$ cat config.mk
export PLATFORM = sky130hd
export DESIGN_NAME = sprite_scheduler
export DESIGN_NICKNAME = d
export VERILOG_FILES = /design/src/rtl/game_pkg.sv /design/src/rtl/sprite_box_test.sv /design/src/rtl/sprite_scheduler.sv
export SDC_FILE = /design/constraint.sdc
export NUM_CORES = 1
export LEC_CHECK = 0
export ABC_AREA = 0
export CAP_MARGIN = 20
export CORE_UTILIZATION = 38
export CTS_CLUSTER_SIZE = 28
export DETAILED_ROUTE_END_ITERATION = 12
export HOLD_SLACK_MARGIN = 0.03
export PLACE_DENSITY_LB_ADDON = 0.2
export SLEW_MARGIN = 20
export SYNTH_ARGS = -nofsm -noshare
export SYNTH_HDL_FRONTEND = slang
export SYNTH_HIERARCHICAL = 1
export SYNTH_SLANG_ARGS = --single-unit
$ cat constraint.sdc
create_clock -name Clk -period 4.77 [get_ports Clk]
set_input_delay 0.477 -clock Clk [delete_from_list [all_inputs] [get_ports Clk]]
set_output_delay 0.477 -clock Clk [all_outputs]
set_load 0.02 [all_outputs]
$ cat src/rtl/game_pkg.sv
// ---------------------------------------------------------------------------
// game_pkg
// Shared definitions for the sprite scheduler:
//   - default slot count and screen coordinate width
//   - scheduler FSM state encoding (enum plus plain localparam constants)
//   - sprite record layout (x, y, size, en) at the default coordinate width
// ---------------------------------------------------------------------------
package game_pkg;

    localparam int NUM_SPRITES_DEF = 4;
    localparam int COORD_W_DEF     = 10;

    typedef enum logic [1:0] {
        IDLE    = 2'd0,
        UPDATE  = 2'd1,
        DISPLAY = 2'd2
    } state_e;

    // Plain constants so state flops can stay logic-typed.
    localparam logic [1:0] ST_IDLE    = 2'd0;
    localparam logic [1:0] ST_UPDATE  = 2'd1;
    localparam logic [1:0] ST_DISPLAY = 2'd2;

    // Sprite record: centre (x, y), half-size, visible flag.
    typedef struct packed {
        logic [COORD_W_DEF-1:0] x;
        logic [COORD_W_DEF-1:0] y;
        logic [COORD_W_DEF-1:0] size;
        logic                   en;
    } sprite_t;

endpackage

$ cat src/rtl/sprite_box_test.sv
// ---------------------------------------------------------------------------
// sprite_box_test
// Combinational in-box test of one pixel against one sprite slot, plus the
// pixel offset from the sprite's top-left corner.
// Ports:
//   x, y, size  : sprite centre and half-size
//   en          : slot visible
//   px, py      : pixel under test
//   in_box      : pixel inside the (inclusive) box of an enabled sprite
//   off_x/off_y : pixel minus saturated top-left corner, truncated
// ---------------------------------------------------------------------------
module sprite_box_test #(
    parameter int COORD_W = 10
) (
    input  logic [COORD_W-1:0] x,
    input  logic [COORD_W-1:0] y,
    input  logic [COORD_W-1:0] size,
    input  logic               en,
    input  logic [COORD_W-1:0] px,
    input  logic [COORD_W-1:0] py,
    output logic               in_box,
    output logic [COORD_W-1:0] off_x,
    output logic [COORD_W-1:0] off_y
);

    // Lower edge centre-size, clamped at 0 instead of wrapping.
    function automatic logic [COORD_W:0] low_edge(
        input logic [COORD_W-1:0] c,
        input logic [COORD_W-1:0] s
    );
        logic [COORD_W:0] r;
        if (c >= s) begin
            r = {1'b0, c} - {1'b0, s};
        end else begin
            r = {(COORD_W+1){1'b0}};
        end
        return r;
    endfunction

    logic [COORD_W:0] lo_x_s;
    logic [COORD_W:0] lo_y_s;
    logic [COORD_W:0] hi_x_s;
    logic [COORD_W:0] hi_y_s;
    logic [COORD_W:0] px_e_s;
    logic [COORD_W:0] py_e_s;

    // Box edges and offsets, all bounds one bit wider than the screen.
    always_comb begin
        lo_x_s = low_edge(x, size);
        lo_y_s = low_edge(y, size);
        hi_x_s = {1'b0, x} + {1'b0, size};
        hi_y_s = {1'b0, y} + {1'b0, size};
        px_e_s = {1'b0, px};
        py_e_s = {1'b0, py};
        if (en && (px_e_s >= lo_x_s) && (px_e_s <= hi_x_s) &&
                  (py_e_s >= lo_y_s) && (py_e_s <= hi_y_s)) begin
            in_box = 1'b1;
        end else begin
            in_box = 1'b0;
        end
        off_x = px - lo_x_s[COORD_W-1:0];
        off_y = py - lo_y_s[COORD_W-1:0];
    end

endmodule

$ cat src/rtl/sprite_scheduler.sv
// ---------------------------------------------------------------------------
// sprite_scheduler
// Double-buffered sprite table with a 2-stage pixel hit pipeline.
// Updates land in a shadow bank during the vblank UPDATE window; the shadow
// bank is copied to the active bank when vblank falls. Every pixel is tested
// against the active bank; the lowest matching slot wins.
// Ports:
//   Clk, Reset         : clock, asynchronous active-low reset
//   frame_start, vblank: frame timing from the video controller
//   upd_*              : slot update request / handshake
//   DrawX, DrawY       : current pixel, qualified by pix_valid
//   out_valid, hit, hit_id, OffX, OffY : pixel result, 2 cycles later
// ---------------------------------------------------------------------------
module sprite_scheduler
    import game_pkg::*;
#(
    parameter int  NUM_SPRITES = NUM_SPRITES_DEF,
    parameter int  COORD_W     = COORD_W_DEF,
    localparam int ID_W        = (NUM_SPRITES > 1) ? $clog2(NUM_SPRITES) : 1
) (
    input  logic               Clk,
    input  logic               Reset,
    input  logic               frame_start,
    input  logic               vblank,
    input  logic               upd_valid,
    output logic               upd_ready,
    input  logic [ID_W-1:0]    upd_id,
    input  logic [COORD_W-1:0] upd_x,
    input  logic [COORD_W-1:0] upd_y,
    input  logic [COORD_W-1:0] upd_size,
    input  logic               upd_en,
    input  logic [COORD_W-1:0] DrawX,
    input  logic [COORD_W-1:0] DrawY,
    input  logic               pix_valid,
    output logic               out_valid,
    output logic               hit,
    output logic [ID_W-1:0]    hit_id,
    output logic [COORD_W-1:0] OffX,
    output logic [COORD_W-1:0] OffY
);

    logic [1:0] state_q, state_d;

    logic [COORD_W-1:0] shd_x_q    [NUM_SPRITES];
    logic [COORD_W-1:0] shd_x_d    [NUM_SPRITES];
    logic [COORD_W-1:0] shd_y_q    [NUM_SPRITES];
    logic [COORD_W-1:0] shd_y_d    [NUM_SPRITES];
    logic [COORD_W-1:0] shd_size_q [NUM_SPRITES];
    logic [COORD_W-1:0] shd_size_d [NUM_SPRITES];
    logic [NUM_SPRITES-1:0] shd_en_q, shd_en_d;

    logic [COORD_W-1:0] act_x_q    [NUM_SPRITES];
    logic [COORD_W-1:0] act_x_d    [NUM_SPRITES];
    logic [COORD_W-1:0] act_y_q    [NUM_SPRITES];
    logic [COORD_W-1:0] act_y_d    [NUM_SPRITES];
    logic [COORD_W-1:0] act_size_q [NUM_SPRITES];
    logic [COORD_W-1:0] act_size_d [NUM_SPRITES];
    logic [NUM_SPRITES-1:0] act_en_q, act_en_d;

    logic [NUM_SPRITES-1:0] box_in_s;
    logic [COORD_W-1:0]     box_off_x_s [NUM_SPRITES];
    logic [COORD_W-1:0]     box_off_y_s [NUM_SPRITES];

    // Stage 1: pixel valid, per-slot in-box vector and per-slot pixel offsets.
    logic                   s1_valid_q, s1_valid_d;
    logic [NUM_SPRITES-1:0] s1_in_box_q, s1_in_box_d;
    logic [COORD_W-1:0]     s1_off_x_q [NUM_SPRITES];
    logic [COORD_W-1:0]     s1_off_x_d [NUM_SPRITES];
    logic [COORD_W-1:0]     s1_off_y_q [NUM_SPRITES];
    logic [COORD_W-1:0]     s1_off_y_d [NUM_SPRITES];

    // Stage 2: priority-encoded result.
    logic               out_valid_q, out_valid_d;
    logic               hit_q, hit_d;
    logic [ID_W-1:0]    hit_id_q, hit_id_d;
    logic [COORD_W-1:0] off_x_q, off_x_d;
    logic [COORD_W-1:0] off_y_q, off_y_d;

    logic               win_found_s;
    logic [ID_W-1:0]    win_id_s;
    logic [COORD_W-1:0] win_off_x_s;
    logic [COORD_W-1:0] win_off_y_s;

    logic accept_s;
    logic commit_s;

    assign upd_ready = (state_q == ST_UPDATE) && vblank;
    assign accept_s  = upd_valid && upd_ready;
    // The only cycle the active bank may change: UPDATE with vblank low.
    assign commit_s  = (state_q == ST_UPDATE) && !vblank;

    assign out_valid = out_valid_q;
    assign hit       = hit_q;
    assign hit_id    = hit_id_q;
    assign OffX      = off_x_q;
    assign OffY      = off_y_q;

    // Frame FSM next-state; frame_start during UPDATE is ignored.
    always_comb begin
        state_d = state_q;
        case (state_q)
            ST_IDLE: begin
                if (frame_start) state_d = ST_UPDATE;
                else             state_d = ST_IDLE;
            end
            ST_UPDATE: begin
                if (!vblank) state_d = ST_DISPLAY;
                else         state_d = ST_UPDATE;
            end
            ST_DISPLAY: begin
                if (frame_start) state_d = ST_UPDATE;
                else             state_d = ST_DISPLAY;
            end
            default: state_d = ST_IDLE;
        endcase
    end

    // Shadow bank write: one slot per accepted update, last write wins.
    always_comb begin
        for (int i = 0; i < NUM_SPRITES; i++) begin
            if (accept_s && (upd_id == ID_W'(i))) begin
                shd_x_d[i]    = upd_x;
                shd_y_d[i]    = upd_y;
                shd_size_d[i] = upd_size;
                shd_en_d[i]   = upd_en;
            end else begin
                shd_x_d[i]    = shd_x_q[i];
                shd_y_d[i]    = shd_y_q[i];
                shd_size_d[i] = shd_size_q[i];
                shd_en_d[i]   = shd_en_q[i];
            end
        end
    end

    // Active bank: whole-bank copy from shadow on the commit cycle.
    always_comb begin
        for (int i = 0; i < NUM_SPRITES; i++) begin
            if (commit_s) begin
                act_x_d[i]    = shd_x_q[i];
                act_y_d[i]    = shd_y_q[i];
                act_size_d[i] = shd_size_q[i];
                act_en_d[i]   = shd_en_q[i];
            end else begin
                act_x_d[i]    = act_x_q[i];
                act_y_d[i]    = act_y_q[i];
                act_size_d[i] = act_size_q[i];
                act_en_d[i]   = act_en_q[i];
            end
        end
    end

    genvar g;
    generate
        for (g = 0; g < NUM_SPRITES; g++) begin : g_box
            sprite_box_test #(
                .COORD_W (COORD_W)
            ) u_box (
                .x      (act_x_q[g]),
                .y      (act_y_q[g]),
                .size   (act_size_q[g]),
                .en     (act_en_q[g]),
                .px     (DrawX),
                .py     (DrawY),
                .in_box (box_in_s[g]),
                .off_x  (box_off_x_s[g]),
                .off_y  (box_off_y_s[g])
            );
        end
    endgenerate

    // Stage 1 capture; data is zeroed for invalid pixels so stale hits never leak.
    always_comb begin
        s1_valid_d = pix_valid;
        for (int i = 0; i < NUM_SPRITES; i++) begin
            if (pix_valid) begin
                s1_in_box_d[i] = box_in_s[i];
                s1_off_x_d[i]  = box_off_x_s[i];
                s1_off_y_d[i]  = box_off_y_s[i];
            end else begin
                s1_in_box_d[i] = 1'b0;
                s1_off_x_d[i]  = {COORD_W{1'b0}};
                s1_off_y_d[i]  = {COORD_W{1'b0}};
            end
        end
    end

    // Priority encoder: scan high to low so the lowest matching slot wins.
    always_comb begin
        win_found_s = 1'b0;
        win_id_s    = {ID_W{1'b0}};
        win_off_x_s = {COORD_W{1'b0}};
        win_off_y_s = {COORD_W{1'b0}};
        for (int i = NUM_SPRITES - 1; i >= 0; i--) begin
            if (s1_in_box_q[i]) begin
                win_found_s = 1'b1;
                win_id_s    = ID_W'(i);
                win_off_x_s = s1_off_x_q[i];
                win_off_y_s = s1_off_y_q[i];
            end else begin
                win_found_s = win_found_s;
            end
        end
    end

    // Stage 2 result; all fields held at zero unless a valid pixel hit.
    always_comb begin
        out_valid_d = s1_valid_q;
        if (s1_valid_q && win_found_s) begin
            hit_d    = 1'b1;
            hit_id_d = win_id_s;
            off_x_d  = win_off_x_s;
            off_y_d  = win_off_y_s;
        end else begin
            hit_d    = 1'b0;
            hit_id_d = {ID_W{1'b0}};
            off_x_d  = {COORD_W{1'b0}};
            off_y_d  = {COORD_W{1'b0}};
        end
    end

    // All state flops; reset clears both banks and the whole pixel pipeline.
    always_ff @(posedge Clk or negedge Reset) begin
        if (!Reset) begin
            state_q     <= ST_IDLE;
            shd_en_q    <= {NUM_SPRITES{1'b0}};
            act_en_q    <= {NUM_SPRITES{1'b0}};
            s1_valid_q  <= 1'b0;
            s1_in_box_q <= {NUM_SPRITES{1'b0}};
            out_valid_q <= 1'b0;
            hit_q       <= 1'b0;
            hit_id_q    <= {ID_W{1'b0}};
            off_x_q     <= {COORD_W{1'b0}};
            off_y_q     <= {COORD_W{1'b0}};
            for (int i = 0; i < NUM_SPRITES; i++) begin
                shd_x_q[i]    <= {COORD_W{1'b0}};
                shd_y_q[i]    <= {COORD_W{1'b0}};
                shd_size_q[i] <= {COORD_W{1'b0}};
                act_x_q[i]    <= {COORD_W{1'b0}};
                act_y_q[i]    <= {COORD_W{1'b0}};
                act_size_q[i] <= {COORD_W{1'b0}};
                s1_off_x_q[i] <= {COORD_W{1'b0}};
                s1_off_y_q[i] <= {COORD_W{1'b0}};
            end
        end else begin
            state_q     <= state_d;
            shd_en_q    <= shd_en_d;
            act_en_q    <= act_en_d;
            s1_valid_q  <= s1_valid_d;
            s1_in_box_q <= s1_in_box_d;
            out_valid_q <= out_valid_d;
            hit_q       <= hit_d;
            hit_id_q    <= hit_id_d;
            off_x_q     <= off_x_d;
            off_y_q     <= off_y_d;
            for (int i = 0; i < NUM_SPRITES; i++) begin
                shd_x_q[i]    <= shd_x_d[i];
                shd_y_q[i]    <= shd_y_d[i];
                shd_size_q[i] <= shd_size_d[i];
                act_x_q[i]    <= act_x_d[i];
                act_y_q[i]    <= act_y_d[i];
                act_size_q[i] <= act_size_d[i];
                s1_off_x_q[i] <= s1_off_x_d[i];
                s1_off_y_q[i] <= s1_off_y_d[i];
            end
        end
    end

endmodule

Yosys cells after proc, flatten, opt, wreduce, memory -nomap -nowiden
Cells that the tools add are included.
{"block": "op_classes", "addsub": 24, "magnitude_cmp": 24, "n_eq_ne": 5, "mux": 48, "n_reduce_logical": 27}
{"op": "$mux W10", "n": 18}
{"op": "$add A10 B10 Y11", "n": 8}
{"op": "$ge A10 B11 Y1", "n": 8}
{"op": "$le A10 B11 Y1", "n": 8}
{"op": "$mux W11", "n": 8}
{"op": "$sub A10 B10 Y11", "n": 8}
{"op": "$ge A10 B10 Y1", "n": 8}
{"op": "$sub A10 B10 Y10", "n": 8}
{"op": "$logic_and A1 B1 Y1", "n": 24}
{"op": "$mux W1", "n": 14}
{"op": "$mux W2", "n": 7}
{"op": "$eq A2 B2 Y1 const B", "n": 3}
{"op": "$pmux W2 S3", "n": 1}
{"op": "$eq A2 B1 Y1 const B", "n": 2}
{"op": "$logic_not A2 Y1", "n": 2}
{"op": "$logic_not A1 Y1", "n": 1}
{"block": "totals", "register_bits": 359, "inputBits": 59, "out_inout_bits": 25, "word_cells": 173}

Depth between registers and ports, before layout
{"block": "logic_depth", "word_depth": 9, "ltp_mapped": 19, "mapped_depth_nobuf": 19}

By module
The synthesis kept the hierarchy.
{"module": "sprite_scheduler", "n_inst": 1, "cells_each": 819, "area_each_um2": 13077.5, "seq_area_each_um2": 8983.6}
{"module": "sprite_box_test (g_box[0].u_box ...)", "n_inst": 2, "cells_each": 450, "area_each_um2": 3230.6, "seq_area_each_um2": 0.0}
{"module": "sprite_box_test (g_box[3].u_box)", "n_inst": 1, "cells_each": 431, "area_each_um2": 3258.1, "seq_area_each_um2": 0.0}
{"module": "sprite_box_test (g_box[1].u_box)", "n_inst": 1, "cells_each": 411, "area_each_um2": 3067.9, "seq_area_each_um2": 0.0}

Worst setup path after synthesis
No wires, ideal clock.
{"block": "synth_path", "kind": "register to register", "startpoint": "register act_size_q[21] (netlist name)", "endpoint": "register s1_off_x_q[28] (netlist name)", "setup_ps": 119, "arrival_time_ps": 3648, "required_ps": 4651, "slack_ps": 1003, "path_stages_with_launch": 20, "path_buffers": 1, "synth_period_minus_slack_ps": 3767, "path_cell_list": "dfrtp_1 > inv_1 > ha_1 > nor2b_1 > nor3_1 > o21ai_0 > a31o_2 > a21o_1 > clkbuf_1 > and2_1 > ha_1 > fa_1 > nor2b_1 > o21ai_0 > a21boi_0 > o21ai_0 > a21oi_1 > nor2_1 > xnor2_1 > and2_1"}
{"item": "start: declaration", "line_no": "sprite_scheduler.sv:56", "rtl": "logic [COORD_W-1:0] act_size_q [NUM_SPRITES];"}
{"item": "start signal: indexed assignment", "line_no": "sprite_scheduler.sv:240", "rtl": "act_size_q[i] <= {COORD_W{1'b0}};"}
{"item": "start signal: indexed assignment", "line_no": "sprite_scheduler.sv:261", "rtl": "act_size_q[i] <= act_size_d[i];"}
{"item": "end signal: indexed assignment", "line_no": "sprite_scheduler.sv:241", "rtl": "s1_off_x_q[i] <= {COORD_W{1'b0}};"}
{"item": "end signal: indexed assignment", "line_no": "sprite_scheduler.sv:262", "rtl": "s1_off_x_q[i] <= s1_off_x_d[i];"}
{"item": "end: declaration", "line_no": "sprite_scheduler.sv:67", "rtl": "logic [COORD_W-1:0] s1_off_x_q [NUM_SPRITES];"}

==> reports/qor.csv <==
metric,value,unit
clock root cell,clkbuf_16,
Crit path top cell by count,a21oi_1,
final worst path period need,4330,ps
Netlist Area Pre-Place,25900,sq um
run status,finished clean,
critical-path cell list,"inv_1, ha_1, nor2b_1, o31ai_1, a21oi_1, a21bo_1, and2_2, ha_1, fa_1, inv_1, a21o_1, a21oi_1, o21bai_1, a21oi_1, xnor2_1, and2_1",
DIE WIDTH,263,um
GP Congestion,0.927,
vias post-DR,19500,
H-tree depth,2,
Critical Path Slowest Stage Cell,dfrtp_1,
Area Growth Syn to Fin,12.2,%
Syn. warnings,6,
CP startpoint,act_size_q[11]$_DFFE_PN0P_,
Crit. End Element,flip-flop,
syn avg cell area,10.1,sq um
total congestion overflow,0,
Die ar.,69100,sq um
Mapped Nets,2964,
placed instance count,3454,
Required @ worst endpoint,5290,ps
Post-synth EDFFs,0,
core footprint,67300,sq um
Slew Limit Fails,0,
initial antenna violation count,4,
final wirelength,81800,um
Hold Path Class,primary input to flip-flop,
top_reg_cell synth,dfrtp_1,
cell taking the most area after synthesis,dfrtp_1,
final setup skew,20.2,ps
number of global-route vias before repair,19300,
Tightest Pin Transition,1120,ps
share of the synthesized area in the top cell type,34.7,%
Synth Register Bits,359,
"Clk Latency, worst-skew pair",590,ps
startpoint of the worst register-to-register path,act_size_q[11]$_DFFE_PN0P_,
final setup vio count,0,
slack of the critical path,437,ps
Slew headroom,24.8,%
largest family of logic cells by synthesized area,adder cells,
Hold Fails Final Rpt,0,
Initial DRC Count,1154,
DP Worst Slack,536,ps
post-synthesis mux area share,10.9,%
CTS clock-pin slew for the worst setup and hold paths,60,ps
top post-synthesis cells by area,"dfrtp_1, ha_1, mux2_2",
# DRC,0,
xor/xnor share of the synthesized area,5.49,%
Sink Count,359,
TritonCTS clock tree,done,
setup TNS,0,ps
slowest cell delay on critical path,440,ps
vias per cell,5.53,
Critical Path Source Type,flip-flop,
"Period Utilization, post-route",90.8,%
CP Class,flip-flop to flip-flop,
synthesized instance count,2561,
Yosys cell types,94,
pin count of the biggest net entering global routing,125,
dpl hpwl,63300,um
ys async rst share,100,%
crit-path max FO,9,
share of post-route cells with drive strength above 1,13.4,%
CP arrival,4850,ps
adder-cell share of the synthesized area,17.3,%
f_max,231,MHz
first-pass GRT wire length,122000,um
fin cells,3531,
row cnt,95,
Synth Area in Compound Gates,14.0,%
num ports,84,
Max Cap Viol,0,
port buffer count,83,
RSZ-0062 raised after global routing,false,
post-synthesis sequential area ratio,34.7,%
die height,263,um
Synth Area in Simple Gates,12.8,%
source of the worst hold timing path,pix_valid,
post-CTS sizing,0,
starting density of the core,38.4,%
Final nets,3029,
routed len/inst,23.2,um
gr usage total,23.6,%
Antenna Nets Post-Route,0,
clock buffer depth,3,
total CTS buffers,41,
first-pass detailed-route iteration total,5,
synthesized netlist by cell type, types with 21 or more instances:
master and instances:
a211oi_1 21, a21o_1 46, a21oi_1 144, a221oi_1 23
and2_1 96, buf_2 29, clkbuf_1 48, dfrtp_1 359
fa_1 24, ha_1 320, inv_1 172, mux2_1 53
mux2_2 196, nand2_1 115, nand2b_1 31, nand3_1 44
nand4_1 32, nor2_1 135, nor2b_1 35, nor3_1 67
o21a_1 31, o21ai_0 88, o21bai_1 29, o22ai_1 22
xnor2_1 125, xor2_1 37
logic make-up after synthesis:
family                   after synthesis
AO/OA/AOI/OAI                        538
XOR/XNOR                             162
adder cells (fa/ha/maj)              344
buffers and inverters                274
flip-flops                           359
multiplexers                         251
AND/OR/NAND/NOR                      633
cell type report:
cell class	instances	area [sq um]
fillers	6386	38300
well taps	873	1090
multi-input cells	1928	15700
clock inverters	19	230
flip-flops and latches	359	8980
repair buffers	123	1180
diodes	1	2.50
inverters	173	649
clock buffers	55	1160
worst max-delay path: cells and delay by family, from the launching register on:
kind / cells / cell delay (ps)
flops: 1 / 440
simple gates: 3 / 610
xor+xnor: 1 / 430
compound gates: 7 / 1460
fa+ha+maj: 3 / 980
buf+inv: 2 / 370
metal layers:
layer | vias to the layer above | global-route usage [%] | routed length [um]
met3 | 109 | 3.08 | 3700
li1 | 9250 | - | -
met1 | 9663 | 33.3 | 39000
met2 | 498 | 37.3 | 36500
met5 | - | 0 | 13
met4 | 2 | 7.37 | 2580
final timing paths:
kind | end | depth (start not counted) | slack [ps]
min | out_valid_d$_DFF_PN0_ | 1 | 230
max in group asynchronous | shd_y_q[26]$_DFFE_PN0P_ | 3 | 3070
min in group asynchronous | shd_size_q[24]$_DFFE_PN0P_ | 2 | 580
max reg2reg | s1_off_y_q[16]$_DFF_PN0_ | 16 | 440
min reg2reg | act_y_q[32]$_DFFE_PN0P_ | 1 | 470
max | s1_off_y_q[16]$_DFF_PN0_ | 16 | 440
metrics by stage:
step                util, %  cell area (sq um)  hold slack [ps]
floorplan                 -              25900              181
global placement       41.0              27600              455
detailed placement     41.0              27600              459
CTS                    43.1              29000              217
global route           43.1              29000              256
finish                 43.1              29000              234
cells in the final DEF, fill, tap and decap left out, drive strengths merged, types with 13 or more instances in the layout:
cell and n:
a211oi 22, a21o 49, a21oi 150, a221oi 24
a31oi 19, and2 100, buf 41, clkbuf 55
clkdlybuf4s50 81, dfrtp 359, fa 24, ha 320
inv 175, mux2 249, nand2 115, nand2b 31
nand3 44, nand3b 13, nand4 32, nor2 135
nor2b 35, nor3 69, nor4 13, o21a 31
o21ai 89, o21bai 29, o22ai 22, o31ai 18
xnor2 125, xor2 37
state kept, by name, summed over array words and instances, names as in the netlist, 4 cells and up:
signal and cells:
s1_in_box_q 4, act_y_q 40, act_size_q 40, shd_x_q 40, act_en_q 4, shd_y_q 40, shd_size_q 40, shd_en_q 4
OffX 10, OffY 10, s1_off_x_q 40, act_x_q 40, s1_off_y_q 40
what timing repair did:
| item | in CTS | in global routing |
|---|---|---|
| hold buffers | 1 | 0 |
| buffers inserted | 0 | 0 |
| hold endpoints to repair | 31 | 0 |
Power is not shown: default switching activity piles up to over one toggle a cycle in this logic, so the estimate is an artifact.
